<file path="src/rtl/nn_layer_sequencer.sv">
// Layer sequencer for the 26-128-64-32-3 dense classifier: walks every (neuron, input) pair
// of each layer over one shared MAC, ping-pongs activation buffers, then hands off to softmax.
module nn_layer_sequencer #(
    parameter int IN_SIZE_1  = 26,
    parameter int IN_SIZE_2  = 128,
    parameter int IN_SIZE_3  = 64,
    parameter int IN_SIZE_4  = 32,
    parameter int OUT_SIZE_1 = 128,
    parameter int OUT_SIZE_2 = 64,
    parameter int OUT_SIZE_3 = 32,
    parameter int OUT_SIZE_4 = 3,
    parameter int MAC_LAT    = 2,
    parameter int W_ADDR_W   = 14,
    parameter int A_ADDR_W   = 7
) (
    input  logic                clk,
    input  logic                rst,
    input  logic                start,
    output logic                busy,
    output logic                done,
    output logic [1:0]          layer,
    output logic [W_ADDR_W-1:0] w_addr,
    output logic [A_ADDR_W-1:0] b_addr,
    output logic [A_ADDR_W-1:0] a_rd_addr,
    output logic [1:0]          rd_src,
    output logic                wr_dst,
    output logic                mac_en,
    output logic                mac_clr,
    output logic                mac_last,
    output logic                relu_en,
    output logic                wb_en,
    output logic [A_ADDR_W-1:0] wb_addr,
    output logic                softmax_start,
    input  logic                softmax_done
);

    localparam logic [2:0] S_IDLE  = 3'd0;
    localparam logic [2:0] S_RUN   = 3'd1;
    localparam logic [2:0] S_DRAIN = 3'd2;
    localparam logic [2:0] S_NEXT  = 3'd3;
    localparam logic [2:0] S_SMAX  = 3'd4;
    localparam logic [2:0] S_FIN   = 3'd5;
    localparam int DRAIN_W = $clog2(MAC_LAT + 2);

    logic [2:0]          state;
    logic [1:0]          layer_q;
    logic [A_ADDR_W-1:0] o_cnt, i_cnt, in_last, out_last;
    logic [W_ADDR_W-1:0] w_cnt;
    logic [DRAIN_W-1:0]  drain_cnt;
    logic                smax_first;
    logic                issue, last_i, last_o;

    logic                mac_en_q, mac_clr_q, mac_last_q, mac_dst_q, mac_relu_q;
    logic [A_ADDR_W-1:0] mac_o_q;
    logic [MAC_LAT-1:0]  wb_v, wb_dst, wb_relu;
    logic [A_ADDR_W-1:0] wb_o [MAC_LAT];

    always_comb begin
        in_last  = '0;
        out_last = '0;
        case (layer_q)
            2'd0: begin in_last = A_ADDR_W'(IN_SIZE_1 - 1); out_last = A_ADDR_W'(OUT_SIZE_1 - 1); end
            2'd1: begin in_last = A_ADDR_W'(IN_SIZE_2 - 1); out_last = A_ADDR_W'(OUT_SIZE_2 - 1); end
            2'd2: begin in_last = A_ADDR_W'(IN_SIZE_3 - 1); out_last = A_ADDR_W'(OUT_SIZE_3 - 1); end
            default: begin in_last = A_ADDR_W'(IN_SIZE_4 - 1); out_last = A_ADDR_W'(OUT_SIZE_4 - 1); end
        endcase
    end

    assign issue  = (state == S_RUN);
    assign last_i = (i_cnt == in_last);
    assign last_o = (o_cnt == out_last);

    // w_cnt tracks o*IN+i incrementally instead of multiplying
    always_ff @(posedge clk) begin
        if (rst) begin
            state      <= S_IDLE;
            layer_q    <= '0;
            o_cnt      <= '0;
            i_cnt      <= '0;
            w_cnt      <= '0;
            drain_cnt  <= '0;
            smax_first <= 1'b0;
        end else begin
            case (state)
                S_IDLE: if (start) begin
                    state   <= S_RUN;
                    layer_q <= '0;
                    o_cnt   <= '0;
                    i_cnt   <= '0;
                    w_cnt   <= '0;
                end
                S_RUN: begin
                    w_cnt <= w_cnt + 1'b1;
                    if (last_i) begin
                        i_cnt <= '0;
                        if (last_o) begin
                            state     <= S_DRAIN;
                            o_cnt     <= '0;
                            w_cnt     <= '0;
                            drain_cnt <= '0;
                        end else begin
                            o_cnt <= o_cnt + 1'b1;
                        end
                    end else begin
                        i_cnt <= i_cnt + 1'b1;
                    end
                end
                S_DRAIN: begin
                    if (drain_cnt == DRAIN_W'(MAC_LAT)) begin
                        if (layer_q == 2'd3) begin
                            state      <= S_SMAX;
                            smax_first <= 1'b1;
                        end else begin
                            state   <= S_NEXT;
                            layer_q <= layer_q + 1'b1;
                        end
                    end else begin
                        drain_cnt <= drain_cnt + 1'b1;
                    end
                end
                S_NEXT: state <= S_RUN;
                S_SMAX: begin
                    smax_first <= 1'b0;
                    if (!smax_first && softmax_done) state <= S_FIN;
                end
                S_FIN: begin
                    state   <= S_IDLE;
                    layer_q <= '0;
                end
                default: state <= S_IDLE;
            endcase
        end
    end

    // Read latency stage, then MAC_LAT stages carrying the writeback of each neuron
    always_ff @(posedge clk) begin
        if (rst) begin
            mac_en_q   <= 1'b0;
            mac_clr_q  <= 1'b0;
            mac_last_q <= 1'b0;
            mac_dst_q  <= 1'b0;
            mac_relu_q <= 1'b0;
            mac_o_q    <= '0;
            wb_v       <= '0;
            wb_dst     <= '0;
            wb_relu    <= '0;
            for (int unsigned k = 0; k < MAC_LAT; k++) wb_o[k] <= '0;
        end else begin
            mac_en_q   <= issue;
            mac_clr_q  <= issue && (i_cnt == '0);
            mac_last_q <= issue && last_i;
            mac_dst_q  <= layer_q[0];
            mac_relu_q <= (layer_q != 2'd3);
            mac_o_q    <= o_cnt;
            wb_v[0]    <= mac_last_q;
            wb_dst[0]  <= mac_dst_q;
            wb_relu[0] <= mac_relu_q;
            wb_o[0]    <= mac_o_q;
            for (int unsigned k = 1; k < MAC_LAT; k++) begin
                wb_v[k]    <= wb_v[k-1];
                wb_dst[k]  <= wb_dst[k-1];
                wb_relu[k] <= wb_relu[k-1];
                wb_o[k]    <= wb_o[k-1];
            end
        end
    end

    always_comb begin
        rd_src = 2'd0;
        if (issue) begin
            case (layer_q)
                2'd0: rd_src = 2'd0;
                2'd2: rd_src = 2'd2;
                default: rd_src = 2'd1;
            endcase
        end
    end

    assign busy          = (state != S_IDLE);
    assign done          = (state == S_FIN);
    assign layer         = layer_q;
    assign w_addr        = issue ? w_cnt : '0;
    assign b_addr        = issue ? o_cnt : '0;
    assign a_rd_addr     = issue ? i_cnt : '0;
    assign mac_en        = mac_en_q;
    assign mac_clr       = mac_clr_q;
    assign mac_last      = mac_last_q;
    assign wb_en         = wb_v[MAC_LAT-1];
    assign wb_addr       = wb_en ? wb_o[MAC_LAT-1] : '0;
    assign wr_dst        = wb_en & wb_dst[MAC_LAT-1];
    assign relu_en       = wb_en & wb_relu[MAC_LAT-1];
    assign softmax_start = (state == S_SMAX) && smax_first;

endmodule

</file>
<file path="config.mk">
export PLATFORM = sky130hd
export DESIGN_NAME = nn_layer_sequencer
export DESIGN_NICKNAME = d
export VERILOG_FILES = /design/src/rtl/nn_layer_sequencer.sv
export SDC_FILE = /design/constraint.sdc
export NUM_CORES = 1
export LEC_CHECK = 0
export ABC_AREA = 1
export BUFFER_PORTS_ARGS = -buffer_cell sky130_fd_sc_hd__buf_2
export CORE_MARGIN = 3
export CORE_UTILIZATION = 35
export CTS_CLUSTER_DIAMETER = 150
export CTS_CLUSTER_SIZE = 20
export DETAILED_ROUTE_END_ITERATION = 7
export GPL_TIMING_DRIVEN = 0
export MAX_ROUTING_LAYER = met4
export PLACE_DENSITY_LB_ADDON = 0.12
export SYNTH_ARGS = -nofsm -noshare
export SYNTH_HDL_FRONTEND = slang
export SYNTH_SLANG_ARGS = --single-unit
</file>
<file path="constraint.sdc">
create_clock -name clk -period 1.9 [get_ports clk]
set_input_delay 0.38 -clock clk [delete_from_list [all_inputs] [get_ports clk]]
set_output_delay 0.38 -clock clk [all_outputs]
set_load 0.02 [all_outputs]
</file>
# Word level (Yosys, flattened, before mapping)
# Memory sizes are Yosys's and may differ from the RTL's.
# Cells that the tools add are included.
[classes] addsub=5 mul=0 div_mod_pow=0 n_lt_le_gt_ge=0 eq_ne=20 n_shift=0 muxes=41 n_bitwise=4 n_reduce_logical=19
[op_table] operator="two-way mux 7 bit" count=9
[op_table] operator="two-way mux 14 bit" count=4
[op_table] operator="one-hot mux 7 bit (3 select lines)" count=2
[op_table] operator="one-hot mux 14 bit (2 select lines)" count=1
[op_table] operator="one-hot mux 7 bit (2 select lines)" count=2
[op_table] operator="two-way mux 3 bit" count=6
[op_table] operator="one-hot mux 3 bit (5 select lines)" count=1
[op_table] operator="adder 14 x 1 -> 14 bit (second input constant)" count=1
[op_table] operator="adder 7 x 1 -> 7 bit (second input constant)" count=2
[op_table] operator="== test 7 bit" count=2
[op_table] operator="two-way mux 2 bit" count=7
[op_table] operator="!= test 2 bit (second input constant)" count=7
[op_table] operator="one-hot mux 2 bit (2 select lines)" count=2
[op_table] operator="AND reduction 4 bit" count=2
[op_table] operator="zero test 7 bit" count=1
[op_table] operator="== test 2 bit (second input constant)" count=3
[op_table] operator="== test 3 x 2 -> 1 bit (second input constant)" count=2
[op_table] operator="== test 3 bit (second input constant)" count=2
[op_table] operator="one-hot mux 2 bit (3 select lines)" count=1
[op_table] operator="AND reduction 3 bit" count=2
[op_table] operator="nonzero test 2 bit" count=3
[op_table] operator="nonzero test 3 bit" count=2
[op_table] operator="two-way mux 1 bit" count=5
[op_table] operator="AND reduction 5 bit" count=1
[op_table] operator="12 further kinds" count=19
[word_totals] regBits=54 latchBits=0 ramBits=14 romBits=0 input_bits=4 out_inout_bits=48 wordCells=106 mem_count=1
[memory_table] memory="wb_o" depth=2 width=7 read_ports=2 rd_clocked_by_memory_dff=0 write_ports=2 line_no="56" source="logic [A_ADDR_W-1:0] wb_o [MAC_LAT];"

# Depth between registers and ports, before layout
[depth] depth_word=6 ltp_mapped=12 depth_no_buf=12

# Least setup slack after synthesis
# No wires, ideal clock.
[synth_timing] kind="reg2reg" startpoint="register layer_q[0] (netlist: layer[0])" endpoint="register o_cnt[2]" setup_ns=0.114 arrival_time_ns=1.767 t_required_ns=1.786 setup_slack_ns=0.019 path_stages_with_launch=9 n_path_buf=0 path_cell_list="dfxtp_1 -> inv_1 -> ha_1 -> a21oi_1 -> nand4_1 -> nand2_2 -> nand3_2 -> nand2_2 -> nor2_1"
[synth_via] elab_chain_len=6 word_cells_on_any_way=12 classes_between="eq/ne: 5; mux: 5; reduce/logical: 2"
[synth_lines] element="from (decl)" line_no="46" source="logic [1:0] layer_q;"
[synth_lines] element="from (signal assigned)" line_no="115" source="layer_q <= layer_q + 1'b1;"
[synth_lines] element="== test 2 bit (tied with other cells)" line_no="61" source="case (layer_q)"
[synth_lines] element="one-hot mux 7 bit (3 select lines)" line_no="61"
[synth_lines] element="== test 7 bit" line_no="71" source="assign last_o = (o_cnt == out_last);"
[synth_lines] element="two-way mux 7 bit" line_no="96" source="if (last_o) begin"
[synth_lines] element="two-way mux 7 bit" line_no="94" source="if (last_i) begin"
[synth_lines] element="one-hot mux 7 bit (2 select lines)" line_no="84" source="case (state)"
[synth_lines] element="to (signal assigned)" line_no="102" source="o_cnt <= o_cnt + 1'b1;"
[synth_lines] element="to (decl)" line_no="47" source="logic [A_ADDR_W-1:0] o_cnt, i_cnt, in_last, out_last;"
# Parallel ways exist; a longest one is shown, timed or not. The select of a mux whose other input is x is not followed.
# A chain may end at the register's enable or synchronous reset.

# Worst setup path in the final report
[layout_timing] startpoint="register layer_q[0] (netlist: layer[0])" endpoint="output rd_src[0]"
[layout_via] elab_chain_len=3 word_cells_on_any_way=4 classes_between="eq/ne: 1; mux: 2; reduce/logical: 1"
[layout_lines] element="== test 2 bit / zero test 2 bit (equally long branches)" line_no="171" source="case (layer_q)"
[layout_lines] element="one-hot mux 2 bit (2 select lines) (*)" line_no="171"
[layout_lines] element="two-way mux 2 bit (*)" line_no="170" source="if (issue) begin"
[layout_lines] element="to (decl)" line_no="25" source="output logic [1:0] rd_src,"
# Mark *: on every way between the ends. The rest lies on a longest branch, timed or not.

==> impl_metrics.env <==
export IMPL_diodes=0
export IMPL_syn_area_um2=3250
export IMPL_status="finished, final reports clean"
export IMPL_fp_dieArea_um2=10500
export IMPL_cts_tree="yes"
export IMPL_synth_area_leaders="dfxtp_1, inv_1, nor2_1"
export IMPL_cts_buffers=9
export IMPL_grt_overflow=0
export IMPL_critPathMaxStageDelay_ns=0.39
export IMPL_final_area_um2=4110
export IMPL_worstPathArrival_ns=1.48
export IMPL_worstSkewPairLatency_ns=0.36
export IMPL_power_density_nw_per_um2=1110
export IMPL_synth_nets=490
export IMPL_dpl_hpwl_um=5820
export IMPL_yosysSeqAreaShare_pct=41.9
export IMPL_finalCritPeriodShare_pct=97.9
export IMPL_grt_start_max_net_pins=15
export IMPL_synth_enable_flop_cells=0
export IMPL_path_cells="clkinvlp_4, buf_6, ha_2, nor3_4, buf_6"
export IMPL_hold_path_class="register to register"
export IMPL_tightest_slew_ns=0.604
export IMPL_synthDominantCellAreaShare_pct=41.9
export IMPL_cts_root_buf="clkbuf_8"
export IMPL_min_period_ns=1.86
export IMPL_synth_top_cell_by_area="dfxtp_1"
export IMPL_place_area_um2=3640
export IMPL_worst_path_max_fanout=5
export IMPL_relSlewSlack_pct=59.7
export IMPL_avgViaCountPerCell=4.62
export IMPL_synth_async_reset_ratio_pct=0
export IMPL_drt_iter0_markers=152
export IMPL_die_y_um=102
export IMPL_drtAntennaViolNets=0
export IMPL_die_w_um=102
export IMPL_post_route_util_pct=46.4
export IMPL_drt_first_pass_iters=4
export IMPL_design_core_area_um2=8850
export IMPL_syn_inst=475
export IMPL_maxCapViolCount=0
export IMPL_worstSetupPathType="register to output pin"
export IMPL_start_util_pct=36.7
export IMPL_worst_setup_path_start_kind="register"
export IMPL_rsz0062_at_grt="yes"
export IMPL_yosys_warnings=0
export IMPL_cts_clk_slew_worst_paths_ns=0.08
export IMPL_num_nets_final=570
export IMPL_grt_pass1_wl_um=13400
export IMPL_place_congestion=0.804
export IMPL_slowest_stage="dfxtp_4"
export IMPL_fin_skew_ns=0.00868
export IMPL_hold_viol_final=0
export IMPL_num_rows=34
export IMPL_drive_above_1_share_pct=22.0
export IMPL_setup_violations_final=0
export IMPL_htreeDepth=3
export IMPL_drc=0
export IMPL_clk_path_buf_depth=2
export IMPL_ys_flop_type="dfxtp_1"
export IMPL_yosys_cell_types_count=31
export IMPL_endpoint_kind="output pin"
export IMPL_leakage_nw=1.98
export IMPL_ff2ff_path_depth=11
export IMPL_max_vdd_ir_drop_mv=0.470
export IMPL_cp_top_family="buffers and inverters"
export IMPL_finalMaxSlewViolations=0
export IMPL_numPortBuffers=51
export IMPL_grtUsageTotal_pct=17.0
export IMPL_cp_num_buf_inv=3
export IMPL_worst_path_stages=5
export IMPL_crit_required_ns=1.52
export IMPL_min_path_cells=2
export IMPL_first_global_vias=2778
export IMPL_routed_wl_um=8300
export IMPL_via_count=3088
export IMPL_area_delta_synth_final_pct=26.6
export IMPL_syn_avg_cell_area_um2=6.83
export IMPL_clock_sinks=68
export IMPL_cp_common_cell="buf_6"
export IMPL_antenna_found_initial=0
export IMPL_wl_per_cell_um=12.4
export IMPL_ys_ff_latch=68
export IMPL_max_freq_mhz=538
export IMPL_ios=52
-- area by class of cell --
| type | instances | area (um^2) |
|---|---|---|
| timing repair buffer | 68 | 404 |
| multi-input combinational | 298 | 1530 |
| inverter | 96 | 364 |
| buffer | 14 | 92.6 |
| sequential | 68 | 1380 |
| clock buffer | 9 | 124 |
| tap | 108 | 135 |
| clock inverter | 7 | 83.8 |
| fill | 942 | 4740 |
-- metal layers --
metal	vias up	track usage [%]	share of wire, %
met4	0	6.05	0.89
met5	-	-	0
met2	60	27.6	48
li1	1633	-	-
met3	4	3.55	4.5
met1	1391	20.8	47
-- worst reg2reg max path, delay by kind of cell (launching register included) --
kind | cells | cell delay, ns
flip-flops | 1 | 0.39
buffers and inverters | 4 | 0.35
adder cells (fa/ha/maj) | 1 | 0.31
AND/OR/NAND/NOR | 5 | 0.62
AO/OA/AOI/OAI | 1 | 0.10
-- power by group --
part           internal (mW)  leakage [nW]  switching [mW]
combinational          0.583          1.33            1.06
sequential              1.52         0.553           0.108
clock                  0.629         0.102           0.642
total                   2.74          1.98            1.81
-- synthesized netlist by cell type (3+ instances only) --
| cell | count |
|---|---|
| dfxtp_1 | 68 |
| inv_1 | 92 |
| xor2_1 | 4 |
| buf_1 | 5 |
| ha_1 | 11 |
| nand2_1 | 82 |
| nand4_1 | 21 |
| o21ai_0 | 9 |
| nand2_2 | 4 |
| nor3_1 | 8 |
| clkbuf_1 | 5 |
| nand3_1 | 31 |
| nor2_1 | 91 |
| inv_2 | 3 |
| a21oi_1 | 21 |
-- through the flow --
stage / hold WS (ns) / std cells / total power [mW] / setup TNS [ns] / worst slack, ns
floorplan: 0.388 / 475 / 2.59 / 0 / 0.0187
global placement: 0.391 / 634 / 2.95 / -6.04 / -0.313
detailed placement: 0.393 / 634 / 2.97 / -7.01 / -0.343
CTS: 0.403 / 657 / 4.41 / 0 / 0.000109
global route: 0.418 / 668 / 4.84 / -0.328 / -0.0480
finish: 0.399 / 668 / 4.54 / 0 / 0.0399
-- repair_timing --
action,CTS,global route
setup endpoints to repair,61,61
setup buffers,6,10
cloned,1,1
pin swaps,4,5
resized for setup,18,26
hold buffers,0,0
-- flip-flops by register name (all words and copies together) (netlist names), 2 cells and up --
name / count
layer: 2
wb_v: 2
mac_o_q: 7
wb_dst: 2
wb_o: 14
i_cnt: 7
w_cnt: 14
o_cnt: 7
wb_relu: 2
state: 3
drain_cnt: 2
-- worst paths after layout --
kind	endpoint	from	slack [ns]
hold / removal	wb_o[0][13]	wb_o[0][6]	0.40
setup reg to reg	drain_cnt[1]	layer[0]	0.08
setup / recovery	rd_src[0]	layer[0]	0.04
hold reg to reg	wb_o[0][13]	wb_o[0][6]	0.40
-- placed cells by master (no fill, tap or decap), types with 3 or more instances in the layout --
cell,n
clkbuf_8,9
a21oi_1,20
nor3_1,7
buf_4,18
o21ai_0,8
nor2_1,89
ha_1,8
clkbuf_1,5
buf_6,8
nand2_4,3
inv_1,87
dfxtp_1,63
buf_2,48
o21ai_1,3
nand3_1,31
xor2_1,4
dfxtp_4,3
nand4_1,21
inv_2,7
nand2_1,82
-- logic make-up after synthesis --
kind of cell / count (synthesis) / share of synthesized area [%]
AND/OR/NAND/NOR: 245 / 33.2
buffers and inverters: 110 / 13.3
flip-flops: 68 / 41.9
AO/OA/AOI/OAI: 36 / 6.05
adder cells (fa/ha/maj): 11 / 4.24
XOR/XNOR: 5 / 1.35
Power figures use the tool's default switching activity.
